[config.mk]
export PLATFORM = sky130hd
export DESIGN_NAME = datapath_unit_flat
export DESIGN_NICKNAME = d
export VERILOG_FILES = /design/src/rtl/datapath_pkg.sv /design/src/rtl/datapath_unit_if.sv /design/src/rtl/datapath_unit_alu.sv /design/src/rtl/datapath_unit.sv /design/src/flat_wrapper.sv
export SDC_FILE = /design/constraint.sdc
export NUM_CORES = 1
export LEC_CHECK = 0
export ABC_AREA = 1
export CORE_MARGIN = 4
export CORE_UTILIZATION = 50
export DETAILED_ROUTE_END_ITERATION = 6
export PLACE_DENSITY = 0.73
export SYNTH_ARGS = -nofsm -noshare
export SYNTH_HDL_FRONTEND = slang
export SYNTH_HIERARCHICAL = 1
export SYNTH_SLANG_ARGS = --single-unit
[constraint.sdc]
create_clock -name clk -period 6.22 [get_ports clk]
set_clock_uncertainty 0.2 [all_clocks]
set_input_delay 1.244 -clock clk [delete_from_list [all_inputs] [get_ports clk]]
set_output_delay 1.244 -clock clk [all_outputs]
set_load 0.005 [all_outputs]
[src/rtl/datapath_pkg.sv]
// datapath_pkg: widths, ALU opcodes and NZCV flag bit positions shared by the datapath and controller
package datapath_pkg;
  localparam int DW = 8;
  localparam int NREG = 4;
  localparam int MDEPTH = 16;
  localparam int RW = $clog2(NREG);
  localparam int AW = $clog2(MDEPTH);
  localparam int FLAG_N = 3;
  localparam int FLAG_Z = 2;
  localparam int FLAG_C = 1;
  localparam int FLAG_V = 0;
  typedef enum logic [2:0] {
    ALU_ADD   = 3'b000,
    ALU_SUB   = 3'b001,
    ALU_AND   = 3'b010,
    ALU_OR    = 3'b011,
    ALU_XOR   = 3'b100,
    ALU_SHL   = 3'b101,
    ALU_SHR   = 3'b110,
    ALU_PASSB = 3'b111
  } alu_op_e;
endpackage

[src/rtl/datapath_unit_if.sv]
// datapath_unit_if: controller->datapath bus (WE, ALUorM, ALUCntr, ALUSrc2, RDst3, RSrc1, Src2, MemWE) and datapath->controller (ALUFlags, Result, R3Out)
interface datapath_unit_if;
  import datapath_pkg::*;
  logic          WE;
  logic          ALUorM;
  logic [2:0]    ALUCntr;
  logic          ALUSrc2;
  logic [RW-1:0] RDst3;
  logic [RW-1:0] RSrc1;
  logic [DW-1:0] Src2;
  logic          MemWE;
  logic [3:0]    ALUFlags;
  logic [DW-1:0] Result;
  logic [DW-1:0] R3Out;
  modport master (output WE, ALUorM, ALUCntr, ALUSrc2, RDst3, RSrc1, Src2, MemWE, input ALUFlags, Result, R3Out);
  modport slave (input WE, ALUorM, ALUCntr, ALUSrc2, RDst3, RSrc1, Src2, MemWE, output ALUFlags, Result, R3Out);
endinterface

[src/rtl/datapath_unit_alu.sv]
// alu_unit: combinational 8-bit ALU; in a, b, op -> out res, nzcv {N,Z,C,V}
module alu_unit
  import datapath_pkg::*;
(
  input  logic [DW-1:0] a,
  input  logic [DW-1:0] b,
  input  alu_op_e       op,
  output logic [DW-1:0] res,
  output logic [3:0]    nzcv
);
  logic [DW:0] sum;
  logic [DW:0] dif;
  logic c;
  logic v;
  assign sum = {1'b0, a} + {1'b0, b};
  assign dif = {1'b0, a} - {1'b0, b};
  always_comb begin
    res = b;
    c = 1'b0;
    v = 1'b0;
    case (op)
      ALU_ADD: begin
        res = sum[DW-1:0];
        c = sum[DW];
        v = (a[DW-1] == b[DW-1]) && (sum[DW-1] != a[DW-1]);
      end
      ALU_SUB: begin
        res = dif[DW-1:0];
        c = ~dif[DW];
        v = (a[DW-1] != b[DW-1]) && (dif[DW-1] != a[DW-1]);
      end
      ALU_AND: res = a & b;
      ALU_OR:  res = a | b;
      ALU_XOR: res = a ^ b;
      ALU_SHL: begin
        res = {a[DW-2:0], 1'b0};
        c = a[DW-1];
      end
      ALU_SHR: begin
        res = {1'b0, a[DW-1:1]};
        c = a[0];
      end
      default: res = b;
    endcase
  end
  always_comb begin
    nzcv = '0;
    nzcv[FLAG_N] = res[DW-1];
    nzcv[FLAG_Z] = (res == '0);
    nzcv[FLAG_C] = c;
    nzcv[FLAG_V] = v;
  end
endmodule

[src/rtl/datapath_unit.sv]
// datapath_unit: regfile + ALU + data memory + NZCV register; ports clk, reset (async active-low), bus (datapath_unit_if.slave)
module datapath_unit
  import datapath_pkg::*;
(
  input logic           clk,
  input logic           reset,
  datapath_unit_if.slave bus
);
  logic [DW-1:0] r [NREG];
  logic [DW-1:0] mem [MDEPTH];
  logic [DW-1:0] a;
  logic [DW-1:0] b;
  logic [DW-1:0] alu_res;
  logic [DW-1:0] mem_data;
  logic [DW-1:0] result;
  logic [3:0]    nzcv;
  logic [3:0]    flags;
  logic [DW-1:0] r3_out;
  assign a = r[bus.RSrc1];
  assign b = bus.ALUSrc2 ? bus.Src2 : r[bus.Src2[RW-1:0]];
  alu_unit u_alu (.a(a), .b(b), .op(alu_op_e'(bus.ALUCntr)), .res(alu_res), .nzcv(nzcv));
  assign mem_data = mem[alu_res[AW-1:0]];
  assign result = bus.ALUorM ? mem_data : alu_res;
  assign bus.Result = result;
  assign bus.ALUFlags = flags;
  assign bus.R3Out = r3_out;
  always_ff @(posedge clk or negedge reset) begin
    if (!reset) begin
      for (int i = 0; i < NREG; i++) r[i] <= '0;
      flags <= '0;
      r3_out <= '0;
    end else begin
      flags <= nzcv;
      if (bus.WE) r[bus.RDst3] <= result;
      if (bus.WE && bus.RDst3 == RW'(NREG - 1)) r3_out <= result;
    end
  end
  // memory is never cleared; the reset gate only suppresses a write while reset is held
  always_ff @(posedge clk) begin
    if (reset && bus.MemWE) mem[alu_res[AW-1:0]] <= r[bus.RDst3];
  end
endmodule

[src/flat_wrapper.sv]
// flat-port wrapper written by rule: the top's interface ports become plain ports
module datapath_unit_flat import datapath_pkg::*;
  (clk, reset, bus_WE, bus_ALUorM, bus_ALUCntr, bus_ALUSrc2, bus_RDst3, bus_RSrc1, bus_Src2, bus_MemWE, bus_ALUFlags, bus_Result, bus_R3Out);
  datapath_unit_if bus_i ();
  input logic clk;
  input logic reset;
  input wire logic [$bits(bus_i.WE)-1:0] bus_WE;
  input wire logic [$bits(bus_i.ALUorM)-1:0] bus_ALUorM;
  input wire logic [$bits(bus_i.ALUCntr)-1:0] bus_ALUCntr;
  input wire logic [$bits(bus_i.ALUSrc2)-1:0] bus_ALUSrc2;
  input wire logic [$bits(bus_i.RDst3)-1:0] bus_RDst3;
  input wire logic [$bits(bus_i.RSrc1)-1:0] bus_RSrc1;
  input wire logic [$bits(bus_i.Src2)-1:0] bus_Src2;
  input wire logic [$bits(bus_i.MemWE)-1:0] bus_MemWE;
  output wire logic [$bits(bus_i.ALUFlags)-1:0] bus_ALUFlags;
  output wire logic [$bits(bus_i.Result)-1:0] bus_Result;
  output wire logic [$bits(bus_i.R3Out)-1:0] bus_R3Out;
  assign bus_i.WE = bus_WE;
  assign bus_i.ALUorM = bus_ALUorM;
  assign bus_i.ALUCntr = bus_ALUCntr;
  assign bus_i.ALUSrc2 = bus_ALUSrc2;
  assign bus_i.RDst3 = bus_RDst3;
  assign bus_i.RSrc1 = bus_RSrc1;
  assign bus_i.Src2 = bus_Src2;
  assign bus_i.MemWE = bus_MemWE;
  assign bus_ALUFlags = bus_i.ALUFlags;
  assign bus_Result = bus_i.Result;
  assign bus_R3Out = bus_i.R3Out;
  datapath_unit u_core (.clk(clk), .reset(reset), .bus(bus_i));
endmodule
# Word level (Yosys, flattened, before mapping)

Memory sizes are Yosys's and may differ from the RTL's.
Cells that the tools add are included.

Flip-flop bits (word level): 44
Memory bits (writable): 128
Input port bits: 21
Logic and storage cells: 57
Memories: 1

Memory list:

| name       | words | bits a word | read ports | clocked after memory_dff | wr ports | line                | RTL |
|---|---|---|---|---|---|---|---|
| u_core.mem | 16    | 8           | 1          | 0                        | 1        | datapath_unit.sv:10 | `logic [DW-1:0] mem [MDEPTH];` |

$add $sub $neg: 2
$lt $le $gt $ge: 4
Eq/ne operators: 11
Mux-type cells: 19
Bitwise operators: 7
Reductions and logical operators: 7

Operator list:

| cell                 | count |
|---|---|
| $mux W8              | 9 |
| $pmux W8 S7          | 1 |
| $bmux W8 S2          | 3 |
| $bwmux W32           | 1 |
| $demux W8 S2         | 1 |
| $add A8 B8 Y9        | 1 |
| $eq A3 B3 Y1 const B | 3 |
| $ge A3 B3 Y1 const B | 3 |
| $not A2 Y3           | 3 |
| $sub A8 B8 Y9        | 1 |
| $and A8 B8 Y8        | 1 |
| $logic_not A8 Y1     | 1 |
| $or A8 B8 Y8         | 1 |
| $xor A8 B8 Y8        | 1 |
| $eq A3 B2 Y1 const B | 2 |
| $logic_and A1 B1 Y1  | 5 |
| $pmux W1 S4          | 1 |
| $eq A3 B1 Y1 const B | 1 |
| $logic_not A3 Y1     | 1 |
| $lt A3 B1 Y1 const B | 1 |
| $ne A1 B1 Y1         | 3 |
| $eq A2 B2 Y1 const B | 1 |
| $mux W1              | 2 |
| $pmux W1 S2          | 1 |
| 2 further kinds      | 2 |

# Longest topological paths before layout

An unclocked memory read counts as a cell.

Depth in word-level cells: 10
Depth in mapped cells: 26
Mapped depth without buffers: 23

# Cells and area by module

Netlist, hierarchy kept.

Modules (own cells, without submodules):

| module        | instances | cells each | area an instance (sq um) | sequential area each (sq um) |
|---|---|---|---|---|
| datapath_unit | 1         | 810        | 7639.8                   | 4744.6 |
| alu_unit      | 1         | 294        | 1569.0                   | 0.0 |

# Worst setup path after synthesis

OpenSTA, ideal clock, no wires.

Path type: input -> output
From: in bus_Src2[0]
To: out bus_Result[1]
Data arrival time: 4.126 ns
Required time: 4.776 ns
Setup slack: 0.650 ns
Stages: 22
Buffers on the path: 4
Cells stage by stage: clkbuf_1 -> inv_1 -> clkbuf_1 -> nor2_1 -> o41ai_1 -> inv_1 -> fa_1 -> nand3b_1 -> nand2_1 -> nor2_1 -> nand2_1 -> nand2_1 -> inv_1 -> buf_6 -> inv_2 -> buf_2 -> nand2_1 -> nand2_1 -> nand2_1 -> nand2_1 -> nor2_2 -> a21boi_0

Longest elaborated chain between the ends: 9

RTL lines:

| item                                            | line                    | RTL |
|---|---|---|
| start, declared                                 | flat_wrapper.sv:13      | `input wire logic [$bits(bus_i.Src2)-1:0] bus_Src2;` |
| $not A2 Y3 (implied by the code) (*)            | datapath_unit.sv:20     | `assign b = bus.ALUSrc2 ? bus.Src2 : r[bus.Src2[RW-1:0]];` |
| $bmux W8 S2 (*)                                 | datapath_unit.sv:20     |  |
| $mux W8 (implied by the code) (*) (2 in series) | datapath_unit.sv:20     |  |
| $mux W8 (*)                                     | datapath_unit.sv:20     |  |
| net u_core.b[1]                                 | datapath_unit.sv:12     | `logic [DW-1:0] b;` |
| $sub A8 B8 Y9 (tied with other cells)           | datapath_unit_alu.sv:16 | `assign dif = {1'b0, a} - {1'b0, b};` |
| $pmux W8 S7 (*)                                 | datapath_unit_alu.sv:21 | `case (op)` |
| net u_core.alu_res[1]                           | datapath_unit.sv:13     | `logic [DW-1:0] alu_res;` |
| $mem_v2 Z16 W8                                  | -                       |  |
| $mux W8 (*)                                     | datapath_unit.sv:23     | `assign result = bus.ALUorM ? mem_data : alu_res;` |
| end, declared                                   | flat_wrapper.sv:16      | `output wire logic [$bits(bus_i.Result)-1:0] bus_Result;` |

Mark *: on every way through the listed nets, which the timed path passes. The rest lies on a longest branch. The select of a mux whose other input is x is not followed.

# Worst setup path in the final report

From: in bus_RSrc1[0]
To: out bus_Result[3]

Longest elaborated chain between the ends: 8

RTL lines:

| item                                                  | line                                             | RTL |
|---|---|---|
| start, declared                                       | flat_wrapper.sv:12                               | `input wire logic [$bits(bus_i.RSrc1)-1:0] bus_RSrc1;` |
| $not A2 Y3 (implied by the code) (*)                  | datapath_unit.sv:19                              | `assign a = r[bus.RSrc1];` |
| $bmux W8 S2 (*)                                       | datapath_unit.sv:19                              |  |
| $mux W8 (implied by the code) (*) (2 in series)       | datapath_unit.sv:19                              |  |
| net u_core.a[0]                                       | datapath_unit.sv:11                              | `logic [DW-1:0] a;` |
| $sub A8 B8 Y9 / $add A8 B8 Y9 (equally long branches) | datapath_unit_alu.sv:16, datapath_unit_alu.sv:15 |  |
| $pmux W8 S7 (*)                                       | datapath_unit_alu.sv:21                          |  |
| net u_core.alu_res[1]                                 | datapath_unit.sv:13                              |  |
| $mem_v2 Z16 W8 (*)                                    | -                                                |  |
| $mux W8 (*)                                           | datapath_unit.sv:23                              |  |

Marked as above.

==> reports/results.tsv <==
metric	value	unit
number of flops mapped to enable cells by yosys	128	
RSZ-0062 raised after global routing	yes	
die width	144	µm
Setup crit start kind	input port	
Residual DRC	0	
I/O Buffers	40	
Max Cap Viol	0	
gpl congestion	1.01	
global routing usage on met2	43.2	%
Yosys reg bits	164	
Placed Instances	1459	
DRT antenna net count	0	
initial antenna violation count	0	
Seq/Total Area, Yosys	51.5	%
largest net degree at the start of global routing	38	
hold_ws	296	ps
Cells after Synth	1104	
WP data arrival	4720	ps
Total Routing Usage GR	25.9	%
fillcell total	1463	
CTS Hold Bufs	0	
chip height	144	µm
DR iter-0 viols	792	
Clock Tree Root	clkbuf_16	
number of I/O pins	41	
grt met1 use	33.4	%
Critical path destination	bus_Result[3]	
Rows	49	
Pre-antenna DRT Iters	5	
worst path required time	4780	ps
worst vdd ir	0.000250	V
Vias	8187	
fin. max-slew vios	0	
Area contributors post-synth	edfxtp_1 (42%), nand2_1 (17%), dfrtp_1 (9.8%), nand3_1 (4.5%), nor2_1 (4.2%)	
Area Growth Syn to Fin	23.4	%
Unique masters post-synth	40	
setup violators final	0	
Crit. End Element	primary output	
clk_lat worst skew	420	ps
CTS tree	done	
Tcrit/Tclk final	99.1	%
Slew @ Worst Pin	848	ps
vias in the first global route	7760	
worst hold path class	reg -> reg	
outcome	finished clean	
reg2reg end	u_core/mem[7][5]$_DFFE_PP_	
Fin. Hold Viols	0	
post-synth top area share	41.7	%
clock sink count	164	
syn nets	1151	
Lkg Pwr	5.28	nW
cell with the most instances after synthesis	nand2_1	
top_reg_cell synth	edfxtp_1	
crit path kind	in -> out	
TritonCTS buffer count	17	
Core Area	18000	µm²
first-pass GRT wire length	40900	µm
Worst-path clk slew	60	ps
CTS H-tree lvls	4	
Via density	5.46	
layout cells sized above 1	18.5	%
final std cells w/o fill	1500	
DP Wirelength	18500	µm
maximum buffer depth of the clock tree	2	
worst reg2reg path depth	19	
GRT busiest layer	met2	
FF-to-FF setup slack	2170	ps
YS warnings	6	
M3 GR Usage	3.63	%
ant diodes	0	
reg-to-reg startpoint	u_core/r[0]$_DFFE_PN0P_	
cell area power density	346	nW/µm²
synthesized cell area	9210	µm²
total grt overflow	0	
Synth area leader	edfxtp_1	
Max Fclk	0.162	GHz
Slew headroom	43.3	%
Critical Path Start	bus_RSrc1[0]	
worst-path fanout max	7	
Wirelength per Cell	17.3	µm
Final nets	1306	
synthesized area per cell	8.34	µm²
top post-synthesis cells by count	nand2_1 (428), edfxtp_1 (128), nor2_1 (103), nand3_1 (82), inv_1 (76)	
effective utilization at floorplan	51.1	%
DIE AREA	20700	µm²
routed wire length	25900	µm
FFs w/ async S/R, synth	22.0	%
Final Critical Period	6170	ps
per-layer routing:
metal  part of all wire, %  up-vias
met2                    49      376
li1                      -     3945
met3                   7.5       79
met5                     0        -
met1                    40     3787
met4                   4.0        0
critical path, cell delays in order:
cell and delay, ps:
clkdlybuf4s15_2 230, buf_4 140, o21ai_0 90, o22ai_2 240, inv_1 90, ha_1 200, inv_1 80, fa_1 410
nand4_1 120, nand2_1 60, nor2_1 80, nand2_1 60, nand2_2 70, inv_2 70, bufbuf_16 290, nor2_8 150
buf_4 140, nand2_1 40, nand3_1 70, a21oi_1 100, a21boi_2 200, clkdlybuf4s50_1 530
per-stage QoR:
step                cell area (µm²)  power (mW)  util (%)  setup slack [ps]  setup TNS [ps]
finish                        11400        3.93      63.1              54.2               0
global route                  11400        4.14      63.1              -243            -325
CTS                           11300        3.91      62.8              1.71               0
detailed placement            10600        2.83      58.8              -681           -4190
global placement              10600        2.81      58.8              -647           -3670
floorplan                      9210        2.20         -               650               0
where the power goes:
| part | switching (mW) | leakage [nW] | internal, mW |
|---|---|---|---|
| sequential | 0.0927 | 1.62 | 1.34 |
| combinational | 0.864 | 3.39 | 0.609 |
| clock | 0.432 | 0.273 | 0.596 |
| total | 1.39 | 5.28 | 2.54 |
layout make-up:
type | count | area (µm²) | share of cell area, %
clock buffer | 18 | 429 | 3.78
clock inverter | 13 | 153 | 1.34
inverter | 85 | 328 | 2.88
multi-input combinational | 812 | 3890 | 34.3
sequential | 164 | 4740 | 41.7
tap | 229 | 287 | 2.52
timing repair buffer | 179 | 1530 | 13.5
what timing repair did:
item                       4_1_cts  5_1_grt
setup buffers                    5        3
cloned                           3        0
resized for setup               40        9
pin swaps                       11       11
setup endpoints to repair        8        7
how the worst min path moves through the flow:
stage	to	cells after the start	start
6_report	u_core/r[9]$_DFFE_PN0P_	2	u_core/r[9]$_DFFE_PN0P_
5_1_grt	u_core/r[18]$_DFFE_PN0P_	2	u_core/r[18]$_DFFE_PN0P_
4_1_cts	u_core/r[9]$_DFFE_PN0P_	2	u_core/r[9]$_DFFE_PN0P_
3_5_place_dp	u_core/r[9]$_DFFE_PN0P_	2	u_core/r[9]$_DFFE_PN0P_
3_3_place_gp	u_core/r[18]$_DFFE_PN0P_	2	u_core/r[18]$_DFFE_PN0P_
2_1_floorplan	u_core/r[9]$_DFFE_PN0P_	2	u_core/r[9]$_DFFE_PN0P_
placed cells by master (no fill, tap or decap), drive strengths merged, types with 2 or more instances in the layout:
master and instances:
dfrtp 36, nand2 435, clkdlybuf4s15 3, bufinv 2, o22ai 8, edfxtp 128
a21boi 8, nand4 19, o21ai 40, clkdlybuf4s50 27, nor3 4, inv 86
or2 4, dlymetal6s2s 6, o211ai 3, a22oi 11, nand3 84, a31oi 6
clkbuf 18, buf 139, nor2 125, clkinvlp 4, ha 24, clkinv 6
fa 2, a21oi 31, dlygate4sd2 3
state kept, by name, summed over array words and instances (netlist names):
name                 cells
u_core/r                32
u_core/mem             128
u_core/bus.ALUFlags      4
cell families after synthesis:
group                    after synthesis  share of synthesized area [%]
adder cells (fa/ha/maj)               26                           3.70
AND/OR/NAND/NOR                      670                           30.4
XOR/XNOR                               1                         0.0951
buffers and inverters                130                           7.11
AO/OA/AOI/OAI                        113                           7.16
flip-flops                           164                           51.5
Power figures use the tool's default switching activity.
